[config.mk]
export PLATFORM = sky130hd
export DESIGN_NAME = core_control_fsm
export DESIGN_NICKNAME = d
export VERILOG_FILES = /design/src/rtl/core_pkg.sv /design/src/rtl/opcode_classifier.sv /design/src/rtl/core_control_fsm.sv
export SDC_FILE = /design/constraint.sdc
export NUM_CORES = 1
export LEC_CHECK = 0
export CAP_MARGIN = 20
export CORE_AREA = 2 2 65 51
export CTS_CLUSTER_SIZE = 16
export DETAILED_ROUTE_END_ITERATION = 6
export DIE_AREA = 0 0 67 53
export PLACE_DENSITY = 0.73
export SYNTH_ARGS = -nofsm -noshare
export SYNTH_HDL_FRONTEND = slang
export SYNTH_SLANG_ARGS = --single-unit
[constraint.sdc]
create_clock -name clk -period 3.8 [get_ports clk]
set_input_delay 0.76 -clock clk [delete_from_list [all_inputs] [get_ports clk]]
set_output_delay 0.76 -clock clk [all_outputs]
set_load 0.01 [all_outputs]
[src/rtl/core_pkg.sv]
// Shared definitions for the core control path.
// Holds the base opcode set (also used by the immediate generator), the
// sequencer state enum, instruction classes, and the wb_sel / trap_cause codes.
package core_pkg;

  // Base opcodes, instruction[6:0]
  localparam logic [6:0] OPC_LUI    = 7'b0110111;
  localparam logic [6:0] OPC_AUIPC  = 7'b0010111;
  localparam logic [6:0] OPC_JAL    = 7'b1101111;
  localparam logic [6:0] OPC_JALR   = 7'b1100111;
  localparam logic [6:0] OPC_BRANCH = 7'b1100011;
  localparam logic [6:0] OPC_LOAD   = 7'b0000011;
  localparam logic [6:0] OPC_STORE  = 7'b0100011;
  localparam logic [6:0] OPC_ALUI   = 7'b0010011;
  localparam logic [6:0] OPC_ALU    = 7'b0110011;
  localparam logic [6:0] OPC_FENCE  = 7'b0001111;

  typedef enum logic [2:0] {
    ST_FETCH     = 3'd0,
    ST_DECODE    = 3'd1,
    ST_EXECUTE   = 3'd2,
    ST_MEM       = 3'd3,
    ST_WRITEBACK = 3'd4,
    ST_TRAP      = 3'd5
  } state_e;

  typedef enum logic [3:0] {
    CLS_LUI    = 4'd0,
    CLS_AUIPC  = 4'd1,
    CLS_JAL    = 4'd2,
    CLS_JALR   = 4'd3,
    CLS_BRANCH = 4'd4,
    CLS_LOAD   = 4'd5,
    CLS_STORE  = 4'd6,
    CLS_ALUI   = 4'd7,
    CLS_ALU    = 4'd8,
    CLS_FENCE  = 4'd9
  } iclass_e;

  // Writeback mux select
  localparam logic [1:0] WB_ALU = 2'd0;
  localparam logic [1:0] WB_MEM = 2'd1;
  localparam logic [1:0] WB_PC4 = 2'd2;
  localparam logic [1:0] WB_IMM = 2'd3;

  // Trap cause codes
  localparam logic [1:0] CAUSE_NONE     = 2'd0;
  localparam logic [1:0] CAUSE_ILLEGAL  = 2'd1;
  localparam logic [1:0] CAUSE_IMEM_TO  = 2'd2;
  localparam logic [1:0] CAUSE_DMEM_TO  = 2'd3;

endpackage

[src/rtl/opcode_classifier.sv]
// Combinational opcode decoder.
// Ports:
//   opcode - instruction[6:0]
//   iclass - instruction class (don't-care when legal=0)
//   legal  - 1 when opcode belongs to the supported base set
module opcode_classifier
  import core_pkg::*;
(
  input  logic [6:0] opcode,
  output iclass_e    iclass,
  output logic       legal
);

  // Map opcode to class; unknown opcodes are flagged illegal
  always_comb begin
    iclass = CLS_ALU;
    legal  = 1'b1;
    case (opcode)
      OPC_LUI:    iclass = CLS_LUI;
      OPC_AUIPC:  iclass = CLS_AUIPC;
      OPC_JAL:    iclass = CLS_JAL;
      OPC_JALR:   iclass = CLS_JALR;
      OPC_BRANCH: iclass = CLS_BRANCH;
      OPC_LOAD:   iclass = CLS_LOAD;
      OPC_STORE:  iclass = CLS_STORE;
      OPC_ALUI:   iclass = CLS_ALUI;
      OPC_ALU:    iclass = CLS_ALU;
      OPC_FENCE:  iclass = CLS_FENCE;
      default:    legal  = 1'b0;
    endcase
  end

endmodule

[src/rtl/core_control_fsm.sv]
// Multi-cycle sequencer: FETCH -> DECODE -> EXECUTE -> [MEM] -> [WRITEBACK].
// Drives datapath selects/enables from the class latched in DECODE, handshakes
// with instruction/data memory, and traps on illegal opcodes or ack timeouts.
// Ports:
//   clk, rst_n                 - clock, async active-low reset
//   opcode, branch_taken       - from IR and branch comparator
//   imem_req/imem_ack, ir_we   - instruction fetch handshake, IR load
//   dmem_req/dmem_we/dmem_ack  - data access handshake
//   rf_we, pc_we, pc_sel       - register file / PC update controls
//   alu_a_sel, alu_b_sel       - ALU operand selects
//   wb_sel                     - writeback source
//   retire                     - one pulse per completed instruction
//   trap, trap_cause           - sticky fault flag and reason
module core_control_fsm
  import core_pkg::*;
#(
  parameter int TIMEOUT = 255,
  parameter int CNT_W   = 8
) (
  input  logic       clk,
  input  logic       rst_n,
  input  logic [6:0] opcode,
  input  logic       branch_taken,
  output logic       imem_req,
  input  logic       imem_ack,
  output logic       dmem_req,
  output logic       dmem_we,
  input  logic       dmem_ack,
  output logic       ir_we,
  output logic       rf_we,
  output logic       pc_we,
  output logic       pc_sel,
  output logic       alu_a_sel,
  output logic       alu_b_sel,
  output logic [1:0] wb_sel,
  output logic       retire,
  output logic       trap,
  output logic [1:0] trap_cause
);

  // Count value at which the current non-ack cycle is the TIMEOUT-th wait
  localparam logic [CNT_W-1:0] CNT_LAST = CNT_W'(TIMEOUT - 1);

  state_e           state_q;
  iclass_e          cls_q;
  logic [CNT_W-1:0] cnt_q;
  logic [1:0]       cause_q;

  iclass_e          dec_cls_s;
  logic             dec_legal_s;
  logic             to_hit_s;
  logic [CNT_W-1:0] cnt_inc_s;

  opcode_classifier u_classifier (
    .opcode (opcode),
    .iclass (dec_cls_s),
    .legal  (dec_legal_s)
  );

  // An ack in the same cycle takes priority over this, so it only matters
  // when no ack arrives. TIMEOUT == 0 never expires.
  assign to_hit_s  = (TIMEOUT != 0) && (cnt_q == CNT_LAST);
  // Saturate so a disabled timeout never wraps
  assign cnt_inc_s = (cnt_q == {CNT_W{1'b1}}) ? cnt_q : cnt_q + CNT_W'(1);

  // Sequencer state, latched class, wait counter and trap cause
  always_ff @(posedge clk or negedge rst_n) begin
    if (!rst_n) begin
      state_q <= ST_FETCH;
      cls_q   <= CLS_ALU;
      cnt_q   <= '0;
      cause_q <= CAUSE_NONE;
    end else begin
      // Counter clears on every transition; wait branches override below
      cnt_q <= '0;
      case (state_q)
        ST_FETCH: begin
          if (imem_ack) begin
            state_q <= ST_DECODE;
          end else if (to_hit_s) begin
            state_q <= ST_TRAP;
            cause_q <= CAUSE_IMEM_TO;
          end else begin
            cnt_q <= cnt_inc_s;
          end
        end
        ST_DECODE: begin
          cls_q <= dec_cls_s;
          if (dec_legal_s) begin
            state_q <= ST_EXECUTE;
          end else begin
            state_q <= ST_TRAP;
            cause_q <= CAUSE_ILLEGAL;
          end
        end
        ST_EXECUTE: begin
          case (cls_q)
            CLS_BRANCH, CLS_FENCE: state_q <= ST_FETCH;
            CLS_LOAD, CLS_STORE:   state_q <= ST_MEM;
            default:               state_q <= ST_WRITEBACK;
          endcase
        end
        ST_MEM: begin
          if (dmem_ack) begin
            state_q <= (cls_q == CLS_STORE) ? ST_FETCH : ST_WRITEBACK;
          end else if (to_hit_s) begin
            state_q <= ST_TRAP;
            cause_q <= CAUSE_DMEM_TO;
          end else begin
            cnt_q <= cnt_inc_s;
          end
        end
        ST_WRITEBACK: state_q <= ST_FETCH;
        ST_TRAP:      state_q <= ST_TRAP;
        default: begin
          // Corrupted state encoding is treated as a fault
          state_q <= ST_TRAP;
          cause_q <= CAUSE_ILLEGAL;
        end
      endcase
    end
  end

  // Datapath controls decoded from state, latched class and handshakes
  always_comb begin
    imem_req   = 1'b0;
    ir_we      = 1'b0;
    dmem_req   = 1'b0;
    dmem_we    = 1'b0;
    rf_we      = 1'b0;
    pc_we      = 1'b0;
    pc_sel     = 1'b0;
    alu_a_sel  = 1'b0;
    alu_b_sel  = 1'b0;
    wb_sel     = WB_ALU;
    retire     = 1'b0;
    trap       = 1'b0;
    trap_cause = cause_q;
    case (state_q)
      ST_FETCH: begin
        imem_req = 1'b1;
        ir_we    = imem_ack;
      end
      ST_DECODE: begin
        trap = 1'b0;
      end
      ST_EXECUTE: begin
        alu_a_sel = cls_q inside {CLS_AUIPC, CLS_JAL, CLS_BRANCH};
        alu_b_sel = (cls_q != CLS_ALU);
        if (cls_q == CLS_BRANCH) begin
          pc_we  = 1'b1;
          pc_sel = branch_taken;
          retire = 1'b1;
        end else if (cls_q == CLS_FENCE) begin
          pc_we  = 1'b1;
          retire = 1'b1;
        end else begin
          pc_we = 1'b0;
        end
      end
      ST_MEM: begin
        // Operand selects held so the ALU-computed address stays stable
        alu_a_sel = cls_q inside {CLS_AUIPC, CLS_JAL, CLS_BRANCH};
        alu_b_sel = (cls_q != CLS_ALU);
        dmem_req  = 1'b1;
        dmem_we   = (cls_q == CLS_STORE);
        if (dmem_ack && (cls_q == CLS_STORE)) begin
          pc_we  = 1'b1;
          retire = 1'b1;
        end else begin
          pc_we = 1'b0;
        end
      end
      ST_WRITEBACK: begin
        // Selects held so the ALU result / jump target is valid here
        alu_a_sel = cls_q inside {CLS_AUIPC, CLS_JAL, CLS_BRANCH};
        alu_b_sel = (cls_q != CLS_ALU);
        rf_we     = 1'b1;
        pc_we     = 1'b1;
        retire    = 1'b1;
        pc_sel    = cls_q inside {CLS_JAL, CLS_JALR};
        case (cls_q)
          CLS_LOAD:          wb_sel = WB_MEM;
          CLS_JAL, CLS_JALR: wb_sel = WB_PC4;
          CLS_LUI:           wb_sel = WB_IMM;
          default:           wb_sel = WB_ALU;
        endcase
      end
      ST_TRAP: begin
        trap = 1'b1;
      end
      default: begin
        trap = 1'b1;
      end
    endcase
    // Reset forces FETCH; keep its request low until reset is released
    if (!rst_n) begin
      imem_req = 1'b0;
      ir_we    = 1'b0;
    end else begin
      trap = trap;
    end
  end

endmodule

==> run metrics, run 1 <==
Placed Area=1530 sq um; clk root buf=clkbuf_8; Leak=0.630 nW; synthesis warning total=0; GRT Total Usage=17.9%; Post-synth top flop=dfrtp_1; CTS tree=done; post-layout instance count excluding filler cells=219; Synth Area in Simple Gates=29.8%; mux cell area share after synthesis=1.59%; Area Overhead vs Synth=25.1%; Sink Count=17; drt wl/cell=13.2 um; Distinct cells, synth=48; Final setup viols=0; Tmin final=3100 ps; Yosys top cell area share=31.7%; worst min path class=flop to flop; initial antenna violation count=0; Final Max Tran Viols=0; drt pass-1 iters=4; largest family of logic cells by synthesized area=simple AND/OR/NAND/NOR gates; most frequent cells in the layout=clkdlybuf4s50_1 (26), nor2_1 (20), nand2_1 (18), dfrtp_1 (16); Worst EP arrival=2340 ps; layout cells sized above 1=5.52%; port bufs=26; Routed WL=2890 um; Final Skew=3.12 ps; setup TNS=0 ps; Setup crit start kind=flop; post-CTS setup buffer count=0; post-route cell area=1580 sq um; number of synthesized flops with an enable pin=0; placed insts=215; number of global-route vias before repair=1,131; adder-cell area share of the yosys netlist=1.98%; dominant cells by area after synthesis=dfrtp_1 (32%), nor2_1 (6.0%), nand2_1 (5.4%); Nets=196; HPWL after DPL=2220 um; post-synthesis average cell area=7.93 sq um; Core ar.=2890 sq um; IO Count=27; row cnt=17; Longest Clk Path Bufs=2; die span in x=67 um; H-tree Lvls=1; Hold Fails Final Rpt=0; XOR/XNOR Fraction of Synth Area=4.86%; RSZ-0062 raised after global routing=false; Worst Path Max Fanout=9; Final Cycle Share=81.7%; total chip power=515 uW; Seq/Total Area, Yosys=33.8%; worst vdd ir=0.000146 V; Worst setup EP type=output port; worst-margin pin slew=575 ps; Clock transition at path regs=70 ps; Post-Synthesis Cells=159; Antenna Nets Post-Route=0; commonest non-fill, non-tap cell in the layout=clkdlybuf4s50_1; CTS buffer count=3; Residual DRC=0; Post-Syn Nets=173; Worst EP required=3040 ps; n_diodes=0; Core Util, Final=54.5%; P per Cell Area=326 nW/um^2; GRT overflow=0; run status=finished clean; starting DRC count in detailed routing=93; Vias/cell=5.70; largest net degree at the start of global routing=18; die height=53 um; gpl congestion=0.871; WS Path Type=flop to output port; FMAX=0.322 GHz; Yosys reg bits=17; die area=3550 sq um; Post-CTS Resized=0; Mapped Area=1260 sq um; first-pass GRT wire length=4930 um; initial core utilization=43.6%; cts hold-fix bufs=0; vias=1,249; max-cap violation count=0; FFs w/ async S/R, synth=100%; Slew headroom=61.5%; Yosys top cell by area=dfrtp_1; Compound-Gate Fraction of Synth Area=22.0%; worst-skew pair later-pin latency=250 ps
## synthesized netlist by cell type (2+ instances only)
library cell  count
a31oi_1           6
nand2b_1          2
nand2_1          18
a21o_1            2
nor2b_1           2
a2bb2oi_1         2
ha_1              2
nand4_1           4
nor3_1            9
nor2_1           20
xnor2_1           4
clkbuf_1          4
nand3_1           4
o221ai_1          2
mux2i_1           2
o21ai_0           9
and3_1            3
a21oi_1           7
buf_2             2
xor2_1            3
buf_4             2
inv_1             7
dfrtp_1          16
nand3b_1          2
a221oi_1          2
## state kept, by name, indices dropped and copies added, names as in the netlist
name        count
cls_q           4
cnt_q           8
state_q         3
trap_cause      2
## power breakdown
group / switching (mW) / internal, mW / total [mW]
sequential: 0.0428 / 0.202 / 0.245
clock: 0.0583 / 0.0726 / 0.131
combinational: 0.0744 / 0.0645 / 0.139
## through the flow
| step | hold WS [ps] | worst slack, ps |
|---|---|---|
| CTS | 553 | 684 |
| global route | 592 | 519 |
| finish | 554 | 695 |
| global placement | 543 | 956 |
| detailed placement | 542 | 869 |
| floorplan | 464 | 1230 |
## path summary, 6_finish.rpt
| path | start | endpoint | slack (ps) | depth (start not counted) |
|---|---|---|---|---|
| setup / recovery | cls_q[1]$_DFFE_PN0P_ | pc_we | 700 | 6 |
| hold / removal | cls_q[3]$_DFFE_PN1P_ | cls_q[3]$_DFFE_PN1P_ | 550 | 2 |
| setup reg to reg | state_q[0]$_DFF_PN0_ | trap_cause[1]$_DFFE_PN0P_ | 1920 | 5 |
| hold reg to reg | cls_q[3]$_DFFE_PN1P_ | cls_q[3]$_DFFE_PN1P_ | 550 | 2 |
| max in group asynchronous | rst_n | cls_q[3]$_DFFE_PN1P_ | 2680 | 2 |
| min in group asynchronous | rst_n | state_q[0]$_DFF_PN0_ | 870 | 2 |
## area by class of cell
class | count | area (sq um)
clock buffer | 3 | 41.3
clock inverter | 1 | 5.00
fill | 273 | 1320
inverter | 8 | 30.0
multi-input combinational | 125 | 759
sequential | 17 | 427
tap | 38 | 47.5
timing repair buffer | 27 | 268
## cells by family after synthesis
| family | count (synthesis) |
|---|---|
| mux | 2 |
| fa+ha+maj | 2 |
| compound gates | 41 |
| xor+xnor | 7 |
| simple gates | 73 |
| flops | 17 |
| buf+inv | 17 |
## per-layer routing
layer | routed length (um) | vias to the layer above | track usage, %
met3 | 149 | 0 | 4.04
met2 | 1360 | 29 | 30.5
met5 | 0 | - | 0
li1 | - | 621 | -
met4 | 0 | 0 | 2.72
met1 | 1370 | 599 | 23.7
## critical path, cell delays in order, from the launching register on
cell and delay [ps]:
dfrtp_1 500, inv_1 80, or4_1 540, nor3_1 220, nand2_1 80, o21ai_0 100
clkdlybuf4s50_1 580
No activity file was read; power rests on OpenSTA's default activity.
==> run 2: changes to the inputs <==
==> constraint.sdc (replaced) <==
create_clock -name clk -period 3.1 [get_ports clk]
set_input_delay 0.62 -clock clk [delete_from_list [all_inputs] [get_ports clk]]
set_output_delay 0.62 -clock clk [all_outputs]
set_load 0.01 [all_outputs]
==> run metrics, run 2 (same netlist as run 1, synthesis figures left out) <==
run status=finished clean; Longest Clk Path Bufs=2 (unchanged); Crit Reg-Reg Endpoint=trap_cause[1]$_DFFE_PN0P_; Worst Path Max Fanout=9 (unchanged); initial antenna violation count=0 (unchanged); P per Cell Area=404 nW/um^2 (+24%); Worst setup EP type=output port; Nets=197 (+0.51%); H-tree Lvls=1 (unchanged); n_diodes=0 (unchanged); initial core utilization=43.6% (unchanged); Endpoint, Worst Hold=cls_q[3]$_DFFE_PN1P_; GRT overflow=0 (unchanged); die span in x=67 um (unchanged); Crit-path slowest cell=clkdlybuf4s50_1; worst-margin pin slew=601 ps (+25.9 ps); Leak=0.631 nW (+0.17%); drt wl/cell=13.1 um (-0.52%); Core ar.=2890 sq um (unchanged); hold_sp=cls_q[3]$_DFFE_PN1P_; Final Max Tran Viols=0 (unchanged); RSZ-0062 raised after global routing=false; post-CTS setup buffer count=0 (unchanged); first-pass GRT wire length=4960 um (+0.71%); commonest non-fill, non-tap cell in the layout=clkdlybuf4s50_1; most frequent cells in the layout=clkdlybuf4s50_1 (26), nor2_1 (20), nand2_1 (18), dfrtp_1 (15), o21ai_0 (9); crit-path max cell delay=580 ps (about the same); CTS tree=done; number of global-route vias before repair=1,144 (+1.1%); worst reg-to-reg path cell count=5 (unchanged); biggest regs=cnt_q x8, cls_q x4, state_q x3; Vias/cell=5.59 (-2.0%); Slew headroom=59.7% (-1.7 points); FMAX=0.351 GHz; worst min path class=flop to flop; port bufs=26 (unchanged); post-route cell area=1590 sq um (+0.79%); largest net degree at the start of global routing=18 (unchanged); Cell Int Power=422 uW (+24%); worst vdd ir=0.000159 V (+8.9%); drt pass-1 iters=4 (unchanged); Setup crit start kind=flop; GRT Total Usage=18.0% (+0.067 points); NetSw=220 uW (+26%); fill count=260 (-4.8%); max-cap violation count=0 (unchanged); HPWL after DPL=2160 um (-2.8%); Residual DRC=0 (unchanged); CTS buffer count=3 (unchanged); IO Count=27 (unchanged); cts hold-fix bufs=0 (unchanged); WS Path Type=flop to output port; clock power share=26.2% (+0.8 points); Sink Count=17 (unchanged); Routed WL=2880 um (about the same); Final Cycle Share=91.9%; largest delay contributor family on the critical path=simple AND/OR/NAND/NOR gates; crit path buf inv count=2 (unchanged); Worst EP arrival=2230 ps (-110 ps); gpl congestion=0.871 (about the same); worst-skew pair later-pin latency=250 ps (about the same); Flop pwr share=46.7% (-0.9 points); Hold Fails Final Rpt=0 (unchanged); row cnt=17 (unchanged); reg2reg start=state_q[0]$_DFF_PN0_; Largest Register=cnt_q; Final setup viols=0 (unchanged); Clock transition at path regs=70 ps (about the same); Placed Area=1540 sq um (+0.49%); setup TNS=0 ps (unchanged); Final Skew=4.24 ps (+1.12 ps); vias=1,230 (-1.5%); crit-path cells=inv_1 -> or4_1 -> nor3_2 -> nand2_1 -> o21ai_0 -> clkdlybuf4s50_1; hold depth=2 (unchanged); Worst path depth=6 (unchanged); sw frac=34.3% (+0.20 points); Tmin final=2850 ps; clk root buf=clkbuf_8; Worst EP required=2480 ps (-560 ps); die height=53 um (unchanged); starting DRC count in detailed routing=85 (-8.6%); layout cells sized above 1=6.59% (+1.1 points); die area=3550 sq um (unchanged); Area Overhead vs Synth=26.1%; Comb pwr share=27.1% (about the same); number of flip-flops under the largest register name=8 (unchanged); Worst R2R Setup Slack=1220 ps (-700 ps); Antenna Nets Post-Route=0 (unchanged)
==> run 2: cell types whose count changed in the layout (fill, tap and decap cells not counted) <==
cell	before	now
buf_4	1	2
clkbuf_1	0	1
clkinv_2	1	0
dfrtp_1	16	15
dfrtp_2	0	1
nor3_1	9	8
nor3_2	0	1
==> run 2: power groups by stage <==
stage	logic (mW)	clock network, mW	registers [mW]
floorplan	0.159	0	0.260
global placement	0.170	0	0.300
global route	0.196	0.185	0.307
CTS	0.175	0.171	0.298
detailed placement	0.174	0	0.302
finish	0.174	0.168	0.300
==> run 2: worst max-delay path by stage <==
stage | start | to | slack, ps
final | cls_q[1]$_DFFE_PN0P_ | pc_we | 250
after global routing | cls_q[1]$_DFFE_PN0P_ | retire | 60
after CTS | cls_q[1]$_DFFE_PN0P_ | pc_we | 120
after detailed placement | cls_q[1]$_DFFE_PN0P_ | retire | 390
after global placement | cls_q[1]$_DFFE_PN0P_ | pc_we | 440
after floorplan | cls_q[0]$_DFFE_PN0P_ | retire | 670
==> run 2: routing by layer <==
layer	global-route usage, %	share of wire (%)
met2	27.4	45
met3	2.13	4.2
met5	0	0
met4	7.82	0.87
met1	25.6	50
==> run 2: timing repair <==
item,4_1_cts,5_1_grt
hold endpoints to repair,0,0
endpoints found under the setup margin,0,2
resized for setup,0,2
==> run 2: area by class of cell <==
class / instances / area [sq um] / area share, %
repair buffers: 28 / 275 / 17.3
well taps: 38 / 47.5 / 2.99
multi-input cells: 125 / 764 / 48.1
clock buffers: 4 / 45.0 / 2.83
flip-flops and latches: 17 / 428 / 26.9
inverters: 8 / 30.0 / 1.89
==> run 2: worst min-delay path, stage by stage (launching register included) <==
cell and delay, ps:
dfstp_2 410, inv_1 80, a2bb2oi_1 70
==> run 2: through the flow <==
step	cells	hold slack, ps	power, mW	util [%]	worst slack, ps
global placement	216	546	0.470	53.2	440
CTS	220	568	0.644	54.8	116
detailed placement	216	551	0.476	53.2	386
global route	220	605	0.689	55.0	58.4
floorplan	159	324	0.419	-	672
finish	220	570	0.643	55.0	250
==> run 3: changes to the inputs <==
--- a/config.mk
+++ b/config.mk
@@ -7,9 +7,10 @@
 export LEC_CHECK = 0
 export CAP_MARGIN = 20
 export CORE_AREA = 2 2 65 51
-export CTS_CLUSTER_SIZE = 16
+export CTS_CLUSTER_SIZE = 30
 export DETAILED_ROUTE_END_ITERATION = 6
 export DIE_AREA = 0 0 67 53
+export HOLD_SLACK_MARGIN = 0.08
 export PLACE_DENSITY = 0.73
 export SYNTH_ARGS = -nofsm -noshare
 export SYNTH_HDL_FRONTEND = slang
==> results of run 3 <==
Final layout, timing and power as in run 2 (identical DEF).
